==> config.mk <==
export PLATFORM = sky130hd
export DESIGN_NAME = pipe_stage_elastic
export DESIGN_NICKNAME = d
export VERILOG_FILES = /design/src/rtl/pipe_stage_elastic.sv
export SDC_FILE = /design/constraint.sdc
export NUM_CORES = 1
export LEC_CHECK = 0
export ABC_AREA = 1
export CAP_MARGIN = 20
export CELL_PAD_IN_SITES_DETAIL_PLACEMENT = 2
export CELL_PAD_IN_SITES_GLOBAL_PLACEMENT = 2
export CORE_MARGIN = 2
export CORE_UTILIZATION = 29
export DETAILED_ROUTE_END_ITERATION = 7
export PLACE_DENSITY_LB_ADDON = 0.1
export SLEW_MARGIN = 10
export SYNTH_ARGS = -nofsm -noshare
export SYNTH_HDL_FRONTEND = slang
export SYNTH_SLANG_ARGS = --single-unit
==> constraint.sdc <==
create_clock -name clk -period 1.95 [get_ports clk]
set_input_delay 0.195 -clock clk [delete_from_list [all_inputs] [get_ports clk]]
set_output_delay 0.195 -clock clk [all_outputs]
set_load 0.01 [all_outputs]
==> src/rtl/pipe_stage_elastic.sv <==
// Elastic pipeline stage: main entry plus skid entry, registered upstream ready,
// synchronous flush with bubble insertion and a saturating count of dropped entries.
module pipe_stage_elastic #(
    parameter int                CTRL_W      = 12,
    parameter int                DATA_W      = 64,
    parameter logic [CTRL_W-1:0] BUBBLE_CTRL = '0,
    parameter int                DROP_W      = 8
) (
    input  logic              clk,
    input  logic              rst_n,
    input  logic              flush,
    input  logic              stall,
    input  logic              in_valid,
    output logic              in_ready,
    input  logic [CTRL_W-1:0] in_ctrl,
    input  logic [DATA_W-1:0] in_data,
    output logic              out_valid,
    input  logic              out_ready,
    output logic [CTRL_W-1:0] out_ctrl,
    output logic [DATA_W-1:0] out_data,
    output logic [1:0]        occupancy,
    output logic [DROP_W-1:0] drop_cnt
);

    logic              main_v, main_v_nxt;
    logic [CTRL_W-1:0] main_ctrl, main_ctrl_nxt;
    logic [DATA_W-1:0] main_data, main_data_nxt;
    logic              skid_v, skid_v_nxt;
    logic [CTRL_W-1:0] skid_ctrl, skid_ctrl_nxt;
    logic [DATA_W-1:0] skid_data, skid_data_nxt;
    logic [DROP_W-1:0] drop_cnt_nxt;
    logic [DROP_W:0]   drop_sum;
    logic              acc;
    logic              pop;

    assign in_ready  = ~skid_v & ~flush;
    assign acc       = in_valid & in_ready;
    assign pop       = main_v & out_ready & ~stall;
    assign out_valid = main_v;
    assign out_ctrl  = main_v ? main_ctrl : BUBBLE_CTRL;
    assign out_data  = main_v ? main_data : '0;
    assign occupancy = {1'b0, main_v} + {1'b0, skid_v};

    // One extra bit catches overflow so the counter can stick at all-ones.
    assign drop_sum = {1'b0, drop_cnt} + {{(DROP_W-1){1'b0}}, occupancy};

    always_comb begin
        main_v_nxt    = main_v;
        main_ctrl_nxt = main_ctrl;
        main_data_nxt = main_data;
        skid_v_nxt    = skid_v;
        skid_ctrl_nxt = skid_ctrl;
        skid_data_nxt = skid_data;
        drop_cnt_nxt  = drop_cnt;

        if (flush) begin
            main_v_nxt    = 1'b0;
            main_ctrl_nxt = BUBBLE_CTRL;
            main_data_nxt = '0;
            skid_v_nxt    = 1'b0;
            skid_ctrl_nxt = BUBBLE_CTRL;
            skid_data_nxt = '0;
            drop_cnt_nxt  = drop_sum[DROP_W] ? '1 : drop_sum[DROP_W-1:0];
        end else if (!main_v || (pop && !skid_v)) begin
            main_v_nxt    = acc;
            main_ctrl_nxt = acc ? in_ctrl : BUBBLE_CTRL;
            main_data_nxt = acc ? in_data : '0;
        end else if (pop) begin
            // Skid is valid here, so in_ready was low and no beat arrives this cycle.
            main_v_nxt    = 1'b1;
            main_ctrl_nxt = skid_ctrl;
            main_data_nxt = skid_data;
            skid_v_nxt    = 1'b0;
            skid_ctrl_nxt = BUBBLE_CTRL;
            skid_data_nxt = '0;
        end else if (acc) begin
            skid_v_nxt    = 1'b1;
            skid_ctrl_nxt = in_ctrl;
            skid_data_nxt = in_data;
        end
    end

    always_ff @(posedge clk or negedge rst_n) begin
        if (!rst_n) begin
            main_v    <= 1'b0;
            main_ctrl <= BUBBLE_CTRL;
            main_data <= '0;
            skid_v    <= 1'b0;
            skid_ctrl <= BUBBLE_CTRL;
            skid_data <= '0;
            drop_cnt  <= '0;
        end else begin
            main_v    <= main_v_nxt;
            main_ctrl <= main_ctrl_nxt;
            main_data <= main_data_nxt;
            skid_v    <= skid_v_nxt;
            skid_ctrl <= skid_ctrl_nxt;
            skid_data <= skid_data_nxt;
            drop_cnt  <= drop_cnt_nxt;
        end
    end

endmodule

Yosys cells after proc, flatten, opt, wreduce, memory -nomap -nowiden
Cells that the tools add are included.
{"block": "word_totals", "output_inout_bits": 88, "register_bits": 162, "in_bits": 82, "wordCells": 50}
{"block": "op_classes", "n_eq_ne": 1, "muxes": 26, "n_reduce_logical": 7, "bitwise": 7, "n_addsub": 2}
{"cell": "$mux 64", "count": 9}
{"cell": "$mux 12", "count": 9}
{"cell": "$add 8x2->9", "count": 1}
{"cell": "$mux 8", "count": 1}
{"cell": "$mux 1", "count": 7}
{"cell": "$reduce_bool 3->1", "count": 2}
{"cell": "$and 1x1->1", "count": 4}
{"cell": "$not 1->1", "count": 3}
{"cell": "$add 1x1->2", "count": 1}
{"cell": "$logic_not 1->1", "count": 2}
{"cell": "$ne 2x2->1 const B", "count": 1}
{"cell": "$reduce_and 2->1", "count": 1}
{"cell": "$logic_and 1x1->1", "count": 1}
{"cell": "$logic_or 1x1->1", "count": 1}

Logic depth before layout (Yosys ltp)
Gate-level depths: netlist of the first run.
{"block": "logic_depth", "depth_word": 7, "mapped_depth": 11}

Worst setup path before layout of the first run
No wires, ideal clock.
{"block": "synth_path", "kind": "register to register", "from": "reg main_v, in the netlist out_valid", "to": "reg drop_cnt[7]", "stages_incl_launch_ff": 12, "required_time_ns": 1.885, "setup_slack_ns": 0.039, "n_path_buf": 0, "setup_ns": 0.065, "arrival_ns": 1.846, "path_cell_list": "dfrtp_1 -> ha_1 -> ha_1 -> inv_1 -> fa_1 -> inv_1 -> nand2_1 -> nor2_1 -> nand2_1 -> nand2_1 -> nand3_1 -> nand2_1"}
{"block": "synth_via", "elab_chain_cells": 3}
{"item": "start: declaration", "line_no": "25", "text": "logic main_v, main_v_nxt;"}
{"item": "start signal: assignment", "line_no": "93", "text": "main_v <= main_v_nxt;"}
{"item": "$add 1x1->2", "line_no": "42", "text": "assign occupancy = {1'b0, main_v} + {1'b0, skid_v};"}
{"item": "net occupancy[0]", "line_no": "21", "text": "output logic [1:0] occupancy,"}
{"item": "$add 8x2->9", "line_no": "45", "text": "assign drop_sum = {1'b0, drop_cnt} + {{(DROP_W-1){1'b0}}, occupancy};"}
{"item": "$mux 8", "line_no": "63", "text": "drop_cnt_nxt = drop_sum[DROP_W] ? '1 : drop_sum[DROP_W-1:0];"}
{"item": "end signal: assignment", "line_no": "99", "text": "drop_cnt <= drop_cnt_nxt;"}
{"item": "end: declaration", "line_no": "22", "text": "output logic [DROP_W-1:0] drop_cnt"}
The timed path passes the listed nets, and every way through them passes these cells.
A chain may end at the register's enable or synchronous reset.

Final worst setup path of the first run
{"block": "layout_path", "from": "reg main_v, in the netlist out_valid", "to": "reg drop_cnt[7]"}
{"block": "layout_via", "elab_chain_cells": 3}
{"item": "$add 1x1->2", "line_no": "42"}
{"item": "$add 8x2->9", "line_no": "45"}
{"item": "$mux 8", "line_no": "63"}
No other way between the ends.

==> flow_results.org, run 1 <==
** Floorplanning
- In this run the vertical extent of the chip is 173.7 µm.
- The die is 173.7 µm wide.
- During I/O placement, the number of pins put on the boundary was 170.
- Initial core utilization :: 0.2924
- FP Rows :: 62
- Die area :: 30,160 µm²
- Area of the core :: 28,550 µm²

** Setup path
- STA puts the critical path data required time at 2.33 ns.
- Setup slack on the worst reg-to-reg path comes out at -0.06 ns.
- Last element of the critical path :: drop_cnt[7]
- Beginning of the critical path :: out_valid
- The worst setup path is launched from a register.
- The critical path in this run is classified as reg2reg.
- Kind of end point of the critical path :: register
- Reg-to-reg endpoint :: drop_cnt[7]
- Startpoint of the worst register-to-register path :: out_valid
- Highest net fanout along the worst path :: 2
- Number of cells traversed by the worst register-to-register path :: 12
- Arrival time worst endpoint :: 2.39 ns

** Clocking
- Clock-pin slew was measured on the worst setup and hold paths at 0.08 ns.
- TritonCTS built the clock tree.
- The longest clock path from root to sink contains 2 buffers.
- Clk sink count :: 162
- Clock latency of the later-clocked register in the worst-skew pair :: 0.44 ns
- Cell at the root of the clock tree :: clkbuf_16
- The H-tree generated during clock tree synthesis spans 4 levels.
- TritonCTS created 17 clock buffers.

** Synth
- Count of cell types in the netlist :: 24
- Largest cells by area after synthesis :: dfrtp_1, nand2_1, nand3b_1
- The average instance in the mapped netlist occupies 7.253 µm².
- Synthesis inferred 162 register bits.
- In this run the cell area of the synthesized design comes to 8348 µm².
- Share of async-settable or async-resettable flops after synthesis :: 1.000
- Yosys mapped a number of flops with a built-in enable equal to 0.
- After technology mapping, the gate count stands at 1,151.
- Warnings from Yosys :: 0
- Of the post-synthesis cell area, the dominant cell type holds 0.4856.
- Proportion of synthesized chip area in sequential cells :: 0.4856
- Dominant register cell in the synthesized netlist :: dfrtp_1
- Cell taking the most area after synthesis :: dfrtp_1
- Synthesis produced a netlist with a net count of 1,237.

** Pwr
- VDD sags by at most 0.0005316 V.
- The completed layout was analyzed and its total power is 9.398 mW.
- Lkg Pwr :: 6.776 nW
- Power density of the placed cells :: 810.6 nW/µm²

** STA
- Final Setup Violations :: 2
- Tightest hold margin :: 0.2906 ns
- For the final database, setup skew stands at 0.01459 ns.
- Number of max-slew violations in the final report :: 0
- Dividing the final minimum period by the clock period gives 1.030.
- Transition time at the pin with the least slew margin :: 0.5291 ns
- Based on the critical path, the design can be clocked at up to 0.4977 GHz.
- Worst setup margin :: -0.05922 ns
- After routing, the total negative slack on setup checks comes to -0.06101 ns.
- Hold Violations, Final :: 0
- Setup repair after global routing missed its margin :: true
- Post-layout min period :: 2.009 ns
- Tightest slew margin relative to the limit :: 0.6473

** Placed design
- Post-Place Setup Slack :: -0.05062 ns
- Half-perimeter wire length of the detailed placement result :: 18,010 µm
- At the end of routability-driven placement, the weighted congestion stood at 0.7173.
- Quantity of I/O buffers inserted on ports :: 169
- Inst Count DP :: 1,658

** Drt
- Via-per-instance ratio :: 4.760
- The detail route stage leaves a number of antenna-violating nets equal to 0.
- In the routed design, unresolved DRC markers number 0.
- WL per Instance :: 18.71 µm
- For this run, the detailed router's first-pass iteration total came to 4.
- Final Routed Wirelength :: 32,110 µm
- Count of vias placed by the detailed router :: 8,169
- First-iteration detailed-routing DRC count :: 361

** Status
- The checks that failed: negative setup slack.
- The run finished, with violations left.

** Worst hold path
- Type of the tightest min-delay check :: in2async

** Global route
- Vias in the first global route :: 9,274
- Antenna violations before repair :: 1
- The first global-routing pass estimated 50,990 µm of wire.
- Pin count of the biggest net entering global routing :: 77
- Global router's overall resource usage :: 0.2138
- Total gr overflow :: 0

** Layout
- The net count of the finished layout is 1,404.
- Growth of design area from synthesis to finish :: 38.89%
- Of the cells placed in the final design, the portion with a size suffix greater than 1 is 0.09467.
- The count of cells in the finished layout, fillers not included, comes to 1,716.

** Job
- Max Cap Violations :: 0
[where the power goes]
group          internal [mW]  switching [mW]
combinational          0.993            1.26
sequential              3.63           0.219
clock                   1.71            1.59
[through the flow]
| stage | util | area (µm²) |
|---|---|---|
| after detailed placement | 0.3718 | 10610 |
| after global placement | 0.3718 | 10610 |
| final | 0.4062 | 11590 |
| after global routing | 0.4061 | 11590 |
| after floorplan | - | 8348 |
| after CTS | 0.3991 | 11390 |
[how the worst min path moves through the flow]
| stage | from | depth (start not counted) | slack [ns] | to |
|---|---|---|---|---|
| after floorplan | rst_n | 0 | -0.10 | drop_cnt[0] |
| after global placement | rst_n | 1 | 0.20 | drop_cnt[5] |
| after detailed placement | rst_n | 1 | 0.19 | drop_cnt[5] |
| after CTS | rst_n | 2 | 0.29 | drop_cnt[5] |
| after global routing | rst_n | 2 | 0.32 | drop_cnt[5] |
| final | rst_n | 2 | 0.29 | drop_cnt[5] |
[final cells by class]
cell class | instances | area (µm²)
Fill cell | 3308 | 16950
Sequential cell | 162 | 4058
Multi-Input combinational cell | 819 | 3674
Timing Repair Buffer | 222 | 2464
Tap cell | 384 | 480.5
Clock buffer | 19 | 442.9
Inverter | 96 | 360.3
Clock inverter | 13 | 113.9
Antenna cell | 1 | 2.502
[cell usage after synthesis, drive strengths merged (2+ instances only)]
cell and n:
buf 54, nand3 83, ha 3, nand3b 76
dfrtp 162, a21oi 2, nor2 9, inv 96
xor2 2, clkbuf 20, o21ai 5, nand2 635
[critical path, cell delays in order (launching register included)]
cell     delay [ns]
dfrtp_4        0.50
buf_6          0.13
ha_4           0.27
ha_4           0.13
inv_2          0.04
fa_2           0.37
inv_2          0.09
nand2_4        0.06
nor2_4         0.09
nand2_1        0.07
nand2_1        0.07
nand3_1        0.08
nand2_1        0.07
[per-layer routing]
metal  vias to the layer above  wire (µm)  global-route usage
met5                         -          0                   0
met4                         0        224             0.04132
met3                        15        853             0.03443
met2                       127      16070              0.3900
met1                      4200      14960              0.2674
li1                       3827          -                   -
[placed cells by master (no fill, tap or decap), types with 2 or more instances in the layout]
cell and n:
nand2_2 7, clkbuf_16 23, nor2_4 4, clkdlybuf4s50_1 90, buf_4 16, nor2_1 4, nand2_4 3, nand2_1 624
buf_16 5, clkbuf_2 11, inv_6 6, clkdlybuf4s15_1 8, nand3b_1 76, xor2_1 2, inv_8 2, buf_12 18
nand3_1 80, clkinv_4 3, ha_4 2, dlygate4sd2_1 59, o21ai_1 3, inv_2 6, nand3_2 3, buf_6 6
bufbuf_16 2, inv_1 90, o21ai_0 2, dfrtp_1 161
[state kept, by name, indices dropped and copies added (netlist names)]
name / flops
drop_cnt: 8
main_ctrl: 12
main_data: 64
out_valid: 1
skid_ctrl: 12
skid_data: 64
skid_v: 1
[cells by family after synthesis]
logic type,Yosys count,share of synthesized area
and+or+nand+nor,806,0.4125
buffers and inverters,170,0.08828
DFF,162,0.4856
AOI/OAI and AO/OA,7,0.004645
adders and majority gates,4,0.006895
xor gates and xnor gates,2,0.002099
[timing repair]
| item | CTS | global route |
|---|---|---|
| setup buffers | 10 | 3 |
| cloned | 4 | 8 |
| endpoints found under the setup margin | 85 | 121 |
| hold endpoints to repair | 41 | 0 |
| hold buffers | 1 | 0 |
| pin swaps | 5 | 6 |
| gates resized for setup | 111 | 39 |
Note: power is estimated with default switching activity, not from simulation.
==> run 2: changes to the inputs <==
GPL_ROUTABILITY_DRIVEN = 0   (was not set)
SLEW_MARGIN = not set   (was 10)
==> results of run 2 <==
Same layout as run 1: the final DEF is identical, and so are final timing and power.
==> run 3: changes to the inputs <==
CAP_MARGIN = not set   (was 20)
==> results of run 3 <==
Same layout as run 1: the final DEF is identical, and so are final timing and power.
